**config.mk**
```make
export PLATFORM = sky130hd
export DESIGN_NAME = booth_radix8_seq_mult
export DESIGN_NICKNAME = d
export VERILOG_FILES = /design/src/rtl/booth_mult_pkg.sv /design/src/rtl/booth_radix8_digit_sel.sv /design/src/rtl/booth_radix8_seq_mult.sv
export SDC_FILE = /design/constraint.sdc
export NUM_CORES = 1
export LEC_CHECK = 0
export ABC_CLOCK_PERIOD_IN_PS = 26100
export CELL_PAD_IN_SITES_DETAIL_PLACEMENT = 0
export CELL_PAD_IN_SITES_GLOBAL_PLACEMENT = 2
export CORE_MARGIN = 5
export CORE_UTILIZATION = 25
export CTS_BUF_LIST = sky130_fd_sc_hd__clkbuf_4 sky130_fd_sc_hd__clkbuf_8 sky130_fd_sc_hd__clkbuf_16
export DETAILED_ROUTE_END_ITERATION = 10
export MAX_ROUTING_LAYER = met4
export PLACE_DENSITY_LB_ADDON = 0.1
export SYNTH_ARGS = -nofsm -noshare
export SYNTH_HDL_FRONTEND = slang
export SYNTH_SLANG_ARGS = --single-unit
```
**constraint.sdc**
```tcl
create_clock -name clk -period 26.1 [get_ports clk]
set_input_delay 5.22 -clock clk [delete_from_list [all_inputs] [get_ports clk]]
set_output_delay 5.22 -clock clk [all_outputs]
set_load 0.005 [all_outputs]
```
**src/rtl/booth_mult_pkg.sv**
```systemverilog
// Shared types and helpers for the radix-8 Booth sequential multiplier.
// The digit encoding and the FSM state type live here so the datapath and digit selector agree on them.
package booth_mult_pkg;

    typedef enum logic [3:0] {
        BD_ZERO, BD_P1, BD_P2, BD_P3, BD_P4, BD_M1, BD_M2, BD_M3, BD_M4
    } booth_digit_e;

    typedef enum logic [1:0] {
        ST_IDLE, ST_PRECOMP, ST_ITER, ST_DONE
    } mult_state_e;

    // Window is {b[3i+2], b[3i+1], b[3i], b[3i-1]}; value = -4*b2 + 2*b1 + b0 + bm1.
    function automatic booth_digit_e booth_decode(input logic [3:0] win);
        booth_digit_e d;
        case (win)
            4'b0001, 4'b0010: d = BD_P1;
            4'b0011, 4'b0100: d = BD_P2;
            4'b0101, 4'b0110: d = BD_P3;
            4'b0111:          d = BD_P4;
            4'b1000:          d = BD_M4;
            4'b1001, 4'b1010: d = BD_M3;
            4'b1011, 4'b1100: d = BD_M2;
            4'b1101, 4'b1110: d = BD_M1;
            default:          d = BD_ZERO;
        endcase
        return d;
    endfunction

    function automatic int ndig(input int w);
        return (w + 3) / 3;
    endfunction

endpackage

```
**src/rtl/booth_radix8_digit_sel.sv**
```systemverilog
// Combinational selector turning one 4-bit Booth window into a signed multiple of A.
// Only 3A is a hard multiple; it arrives pre-computed from the datapath.
module booth_radix8_digit_sel
    import booth_mult_pkg::*;
#(
    parameter int WIDTH = 32
) (
    input  logic [3:0]              window,
    input  logic [WIDTH:0]          a_ext,
    input  logic [WIDTH+2:0]        a3,
    output logic signed [WIDTH+3:0] multiple
);

    localparam logic [WIDTH+3:0] ONE = (WIDTH + 4)'(1);

    booth_digit_e     digit;
    logic [WIDTH+3:0] a1_w;
    logic [WIDTH+3:0] a3_w;
    logic [WIDTH+3:0] mag;

    // NOTE: every variable gets a default before the case so no latch is inferred.
    always_comb begin
        digit = booth_decode(window);
        a1_w  = {{3{a_ext[WIDTH]}}, a_ext};
        a3_w  = {a3[WIDTH+2], a3};
        mag   = '0;
        case (digit)
            BD_P1, BD_M1: mag = a1_w;
            BD_P2, BD_M2: mag = a1_w << 1;
            BD_P3, BD_M3: mag = a3_w;
            BD_P4, BD_M4: mag = a1_w << 2;
            default:      mag = '0;
        endcase
        if (digit inside {BD_M1, BD_M2, BD_M3, BD_M4}) begin
            multiple = $signed(~mag + ONE);
        end else begin
            multiple = $signed(mag);
        end
    end

endmodule

```
**src/rtl/booth_radix8_seq_mult.sv**
```systemverilog
// Iterative radix-8 Booth multiplier with valid/ready handshakes on operands and product.
// Retires DIGITS_PER_CYCLE Booth digits per ITER cycle into a 2*WIDTH wrapping accumulator.
module booth_radix8_seq_mult
    import booth_mult_pkg::*;
#(
    parameter int WIDTH            = 32,
    parameter int DIGITS_PER_CYCLE = 1
) (
    input  logic                 clk,
    input  logic                 rst_n,
    input  logic                 in_valid,
    output logic                 in_ready,
    input  logic [WIDTH-1:0]     a,
    input  logic [WIDTH-1:0]     b,
    input  logic                 is_signed,
    output logic                 out_valid,
    input  logic                 out_ready,
    output logic [2*WIDTH-1:0]   product,
    output logic                 busy
);

    localparam int NDIG = ndig(WIDTH);
    localparam int BEXT = 3 * NDIG;
    localparam int IW   = $clog2(NDIG + DIGITS_PER_CYCLE + 1);

    if (WIDTH < 4) begin : g_bad_width
        $error("booth_radix8_seq_mult: WIDTH must be >= 4");
    end
    if (DIGITS_PER_CYCLE < 1 || DIGITS_PER_CYCLE > NDIG) begin : g_bad_digits
        $error("booth_radix8_seq_mult: DIGITS_PER_CYCLE must be in 1..NDIG");
    end

    mult_state_e             state, state_nxt;
    logic [WIDTH:0]          a_ext_q;
    logic [WIDTH+2:0]        a3_q;
    logic [BEXT:0]           b_win_q;   // b_ext with the implicit 0 below bit 0
    logic [2*WIDTH-1:0]      acc;
    logic [2*WIDTH-1:0]      product_q;
    logic [IW-1:0]           idx;
    logic [BEXT-1:0]         b_ext;
    logic [WIDTH+2:0]        a_x3;
    logic [2*WIDTH-1:0]      step_sum;
    logic                    last_iter;
    logic [3:0]              win  [DIGITS_PER_CYCLE];
    logic signed [WIDTH+3:0] mult [DIGITS_PER_CYCLE];

    assign b_ext     = {{(BEXT - WIDTH){is_signed & b[WIDTH-1]}}, b};
    assign a_x3      = {{2{a_ext_q[WIDTH]}}, a_ext_q};
    assign last_iter = (int'(idx) + DIGITS_PER_CYCLE) >= NDIG;

    // Digits past the top of b_ext are forced to a zero window.
    always_comb begin
        for (int k = 0; k < DIGITS_PER_CYCLE; k++) begin
            if (int'(idx) + k < NDIG) begin
                win[k] = 4'(b_win_q >> (3 * (int'(idx) + k)));
            end else begin
                win[k] = '0;
            end
        end
    end

    for (genvar k = 0; k < DIGITS_PER_CYCLE; k++) begin : g_dig
        booth_radix8_digit_sel #(.WIDTH(WIDTH)) u_sel (
            .window   (win[k]),
            .a_ext    (a_ext_q),
            .a3       (a3_q),
            .multiple (mult[k])
        );
    end

    always_comb begin
        step_sum = '0;
        for (int k = 0; k < DIGITS_PER_CYCLE; k++) begin
            step_sum = step_sum + ((2 * WIDTH)'(mult[k]) << (3 * (int'(idx) + k)));
        end
    end

    // NOTE: sequential state uses non-blocking assignments so every register samples pre-edge values.
    always_ff @(posedge clk) begin
        if (!rst_n) state <= ST_IDLE;
        else        state <= state_nxt;
    end

    always_comb begin
        state_nxt = state;
        case (state)
            ST_IDLE:    if (in_valid)  state_nxt = ST_PRECOMP;
            ST_PRECOMP:                state_nxt = ST_ITER;
            ST_ITER:    if (last_iter) state_nxt = ST_DONE;
            ST_DONE:    if (out_ready) state_nxt = ST_IDLE;
            default:                   state_nxt = ST_IDLE;
        endcase
    end

    always_comb begin
        in_ready  = (state == ST_IDLE);
        out_valid = (state == ST_DONE);
        busy      = (state != ST_IDLE);
    end

    // NOTE: the datapath registers are all plain flops (no memory), so each gets a reset value.
    always_ff @(posedge clk) begin
        if (!rst_n) begin
            a_ext_q   <= '0;
            a3_q      <= '0;
            b_win_q   <= '0;
            acc       <= '0;
            product_q <= '0;
            idx       <= '0;
        end else begin
            case (state)
                ST_IDLE: if (in_valid) begin
                    a_ext_q <= {is_signed & a[WIDTH-1], a};
                    b_win_q <= {b_ext, 1'b0};
                    acc     <= '0;
                    idx     <= '0;
                end
                ST_PRECOMP: a3_q <= a_x3 + (a_x3 << 1);
                ST_ITER: begin
                    acc <= acc + step_sum;
                    idx <= idx + IW'(DIGITS_PER_CYCLE);
                    if (last_iter) product_q <= acc + step_sum;
                end
                default: ;
            endcase
        end
    end

    assign product = product_q;

endmodule
```
==> Word-level counts from Yosys, hierarchy flattened <==
Memory sizes are Yosys's and may differ from the RTL's.
Index checks and enable logic that the tools add are counted.
{ "totals": {"n_memories": 1, "rom_bits": 64, "in_bits": 69, "reg_bits": 235} }
{ "classes": {"n_mux": 11, "n_lt_le_gt_ge": 2, "n_mul": 1, "shifts": 2, "addsub": 5, "n_eq_ne": 14, "bitwise_logic": 3, "n_reduce_logical": 12} }
{ "memory_table": {"columns": ["memory", "depth", "width", "read_ports", "rd_ports_with_merged_regs", "write_ports", "line_no", "rtl"], "rows": [
  ["(name not given)", 16, 4, 1, 0, 0, "booth_mult_pkg.sv:16", "case (win)"]
]} }
{ "ops": {"columns": ["op", "count"], "rows": [
  ["$pmux 36 s4", 1],
  ["$pmux 64 s2", 1],
  ["$add 64x64->64", 1],
  ["$mux 64", 1],
  ["$shl 64x6->64", 1],
  ["$add 36x1->36 const B", 1],
  ["$mux 36", 1],
  ["$not 36->36", 1],
  ["$add 33x34->35", 1],
  ["$shr 34x32->4", 1],
  ["$eq 4x3->1 const B", 4],
  ["$eq 4x2->1 const B", 2],
  ["$mux 4", 2],
  ["$pmux 2 s4", 1],
  ["$pmux 4 s2", 1],
  ["$reduce_or 2->1", 4],
  ["$mul 2x4->6 const A", 1],
  ["$mux 2", 3],
  ["$reduce_and 2->1", 3],
  ["$add 4x1->5 const B", 1],
  ["$ge 5x4->1 const B", 1],
  ["$add 4x1->4 const B", 1],
  ["$eq 2x2->1 const B", 2],
  ["$eq 4x1->1 const B", 1],
  ["other kinds (10)", 13]
]} }

==> Longest topological paths before layout <==
An unclocked memory read counts as a cell.
{ "logic_depth": {"depth_word": 13, "depth_mapped": 56, "mapped_depth_nobuf": 43} }

==> By module <==
Synthesis repeated with hierarchy kept, for this count alone.
{ "unflattened": {"cells_unflattened": 2559, "area_unflattened_um2": 19954.1} }
{ "modules_own_cells": {"columns": ["mod", "cells_each", "area_each_um2", "instances"], "rows": [
  ["booth_radix8_seq_mult", 2243, 17660.7, 1],
  ["booth_radix8_digit_sel", 316, 2293.4, 1]
]} }

==> Worst setup path after synthesis <==
No wires, ideal clock.
{ "synth_path": {"path_kind": "register to register", "start": "register idx[0]", "end": "register product_q[62] (netlist: product[62])", "slack_ps": 14900, "t_arrival_ps": 11085, "n_path_buf": 13, "stages_incl_launch_ff": 45, "required_time_ps": 25985, "setup_ps": 115, "cell_sequence": "dfxtp_1 -> buf_4 -> buf_6 -> buf_6 -> inv_2 -> buf_2 -> clkbuf_1 -> buf_1 -> ha_1 -> buf_4 -> mux2i_1 -> mux4_2 -> nor2_1 -> a21oi_1 -> a221o_1 -> ha_1 -> clkbuf_1 -> clkbuf_1 -> (+9 left out) -> nor2_1 -> a21oi_1 -> nor2_1 -> ha_1 -> a21o_1 -> a2111oi_0 -> o31ai_1 -> a211oi_1 -> a31oi_1 -> o211ai_1 -> a21oi_1 -> o311ai_0 -> a31oi_1 -> a31oi_1 -> o311ai_0 -> xnor2_1 -> o21ai_0 -> and2_1"} }
{ "synth_between": {"elab_chain_len": 12, "elab_cells_between_ends": 27} }
{ "synth_lines": {"columns": ["item", "line_no", "rtl"], "rows": [
  ["start, declared", "booth_radix8_seq_mult.sv:39", "logic [IW-1:0] idx;"],
  ["start signal, assigned", "booth_radix8_seq_mult.sv:121", "idx <= idx + IW'(DIGITS_PER_CYCLE);"],
  ["$mul 2x4->6", "booth_radix8_seq_mult.sv:55, booth_radix8_seq_mult.sv:74", null],
  ["$shr 34x32->4", "booth_radix8_seq_mult.sv:55", "win[k] = 4'(b_win_q >> (3 * (int'(idx) + k)));"],
  ["$mux 4", "booth_radix8_seq_mult.sv:54", "if (int'(idx) + k < NDIG) begin"],
  ["$mem_v2 16x4", null, null],
  ["$eq 4x3->1, or another cell as far along", "booth_radix8_digit_sel.sv:27", "case (digit)"],
  ["$reduce_or 2->1", "booth_radix8_digit_sel.sv:27", null],
  ["$pmux 36 s4", "booth_radix8_digit_sel.sv:27", null],
  ["$not 36->36", "booth_radix8_digit_sel.sv:35", "multiple = $signed(~mag + ONE);"],
  ["$add 36x1->36", "booth_radix8_digit_sel.sv:35", null],
  ["$mux 36", "booth_radix8_digit_sel.sv:34", "if (digit inside {BD_M1, BD_M2, BD_M3, BD_M4}) begin"],
  ["$shl 64x6->64", "booth_radix8_seq_mult.sv:74", "step_sum = step_sum + ((2 * WIDTH)'(mult[k]) << (3 * (int'(idx) + k)));"],
  ["$add 64x64->64", "booth_radix8_seq_mult.sv:122", "if (last_iter) product_q <= acc + step_sum;"],
  ["end signal, assigned", "booth_radix8_seq_mult.sv:122", null],
  ["end, declared", "booth_radix8_seq_mult.sv:38", "logic [2*WIDTH-1:0] product_q;"]
]} }
Several ways; a longest one is shown, not always the timed one.
A chain may end at the register's enable or synchronous reset.

==> Final worst setup path <==
Ends and elaborated chain as after synthesis.

==> results_dict.tcl <==
set metrics [dict create \
    status "complete, no violations" \
    first_pass_iters 5 \
    ir_drop_v 0.0000371 \
    root_buffer "clkbuf_16" \
    cpMaxStageDelayCell "ha_2" \
    viasPerCell 5.15 \
    rsz0062_at_grt "false" \
    rrSetupSlack_ps 13080 \
    filler_cell_count 9036 \
    synthMostInstantiatedCell "nand2_1" \
    io_pins 136 \
    ys_top_cells_by_count "nand2_1, dfxtp_1, nor2_1" \
    min_period_ps 13020 \
    maxCapViolCount 0 \
    clock_skew_ps 30.3 \
    cts_sinks 235 \
    setup_viol 0 \
    portBuffers 135 \
    gp_congestion 0.851 \
    synthArstFlopShare_pct 0 \
    drv_slew 0 \
    avgSynthCellArea_sq_um 7.98 \
    cp_max_fo 53 \
    yosys.area.top_type_share_pct 22.2 \
    timing.rr.end "product[62]" \
    post_cts_buffers 0 \
    slowest_delay_ps 930 \
    p_per_area_nw_per_um2 89.2 \
    critPathArrivalTime_ps 13450 \
    hold_buffers 0 \
    insertion_delay_ps 570 \
    drt_iter0_markers 951 \
    ys_warn_count 0 \
    nNetsFinal 2841 \
    hold_class "reg -> reg" \
    p_leak_nw 9.30 \
    ctsResizeCount 0 \
    syn_area_sq_um 21100 \
    cts_tree "yes" \
    worstHoldStart "product[26]" \
    critPathCaptureType "flop" \
    rows 106 \
    multi_input_area_sq_um 15500 \
    worst_setup_path_start_kind "flop" \
    coreArea_sq_um 83800 \
    drive_gt1_share_pct 9.58 \
    postSynthCellCount 2650 \
    syn_to_final_growth_pct 16.4 \
    die_h_microns 301 \
    synth_edf_count 0 \
    tns_ps 0 \
    path_clk_slew_ps 60 \
    seqCellArea_sq_um 4710 \
    totalWireLength_microns 76300 \
    drcViolationCount 0 \
    timing.final.crit_share_pct 49.9 \
    hpwlAfterDp_microns 58000 \
    synth_flop_cell "dfxtp_1" \
    fin_ws_ps 13080 \
    grt_pass1_wl_microns 121000 \
    chipWidth_microns 301 \
    finalHoldViolations 0 \
    start_util_pct 25.2 \
    ys_seq_area_share_pct 22.2 \
    crit_required_ps 26530 \
    num_vias 19671 \
    grt.total_usage_pct 17.0 \
    grt_start_max_net_pins 146 \
    dp_slack_ps 13150 \
    antenna_found_initial 0 \
    hold_depth 2 \
    numCtsBuffers 34 \
    tightest_slew_ps 1040 \
    wl_per_cell_microns 20.0 \
    clock.fmax_ghz 0.0768 \
    h-tree-depth 2 \
    total_power_mw 2.19 \
    syn_nets 2829 \
    hold_end "product[26]" \
    die_area_sq_um 90500 \
    antenna_left 0 \
    relSlewSlack_pct 30.9 \
    grt_pass1_vias 19778 \
    diodes 0 \
    grt-ovfl-total 0 \
    synth_cell_types 103 \
    synth-seq-cells 235 \
    reg2regPathDepth 38 \
    synth_top_area_cell "dfxtp_1" \
    clockBufferDepth 3 \
    r2r_start "idx[0]" \
    crit_type "reg -> reg" \
    cp_common_cell "a31oi_1" \
    synth_area_leaders "dfxtp_1, nand2_1, ha_1" \
]
==> metal layers <==
layer	part of all wire, %	up-vias	GRT usage (%)
li1	-	9761	-
met1	48	9511	22.4
met2	46	317	27.7
met3	3.6	82	2.34
met4	2.3	0	4.10
met5	0	-	-
==> cell usage in the layout, fill, tap and decap left out, drive strengths merged, types with 25 or more instances in the layout <==
master,count
nand2,400
dfxtp,235
nor2,164
a21oi,142
clkdlybuf4s50,134
a21boi,133
o21ai,119
ha,108
nor2b,105
mux2i,95
xnor2,88
a22oi,82
nand3,63
nor3,62
mux4,59
a21o,58
inv,47
clkbuf,42
xor2,40
mux2,30
buf,30
o21a,27
and3,25
==> state kept, by name, summed over array words and instances (netlist names) <==
signal and count:
a_ext_q 33, b_win_q 33, idx 4, product 64, state 2, acc 64
a3_q 35
==> worst max-delay path, delay by kind of cell (launching register included) <==
family	cells	cell delay (ps)
simple gates	8	1460
fa+ha+maj	4	2040
xor+xnor	2	340
flops	1	620
compound gates	19	6140
mux	1	490
buf+inv	4	1720
==> final cells by class <==
class,instances,area share (%)
timing repair buffer,164,6.38
clock inverter,14,1.10
sequential,235,19.1
multi-input combinational,2181,63.1
clock buffer,42,3.85
inverter,46,0.701
tap,1134,5.76
==> stage by stage <==
step,utilization (%),cells,cell area (sq um),hold slack [ps]
after floorplan,-,2650,21100,440
after global placement,27.9,3760,23400,457
after detailed placement,27.9,3760,23400,459
after CTS,29.4,3816,24600,467
after global routing,29.4,3816,24600,483
final,29.4,3816,24600,463
==> kinds of logic after synthesis <==
family	share of synthesized area (%)
buffers and inverters	4.72
and+or+nand+nor	21.2
AOI/OAI and AO/OA	27.6
adders and majority gates	6.58
muxes	12.4
xor gates and xnor gates	5.34
DFF	22.2
==> how the worst max path moves through the flow <==
stage	start	endpoint	slack, ps	cells past startpoint
after floorplan	idx[0]	product[62]	14900	44
after global placement	idx[0]	product[62]	13370	38
after detailed placement	idx[0]	product[62]	13150	38
after CTS	idx[0]	product[62]	13030	38
after global routing	idx[0]	product[62]	11930	38
final	idx[0]	product[62]	13080	38
==> power by group <==
| group | total [mW] | leakage [nW] | switching [mW] | internal (mW) |
|---|---|---|---|---|
| sequential | 0.441 | 1.91 | 0.0483 | 0.392 |
| clock | 0.510 | 0.604 | 0.183 | 0.327 |
| combinational | 1.24 | 6.80 | 0.803 | 0.442 |
| total | 2.19 | 9.30 | 1.03 | 1.16 |
Power figures use the tool's default switching activity.
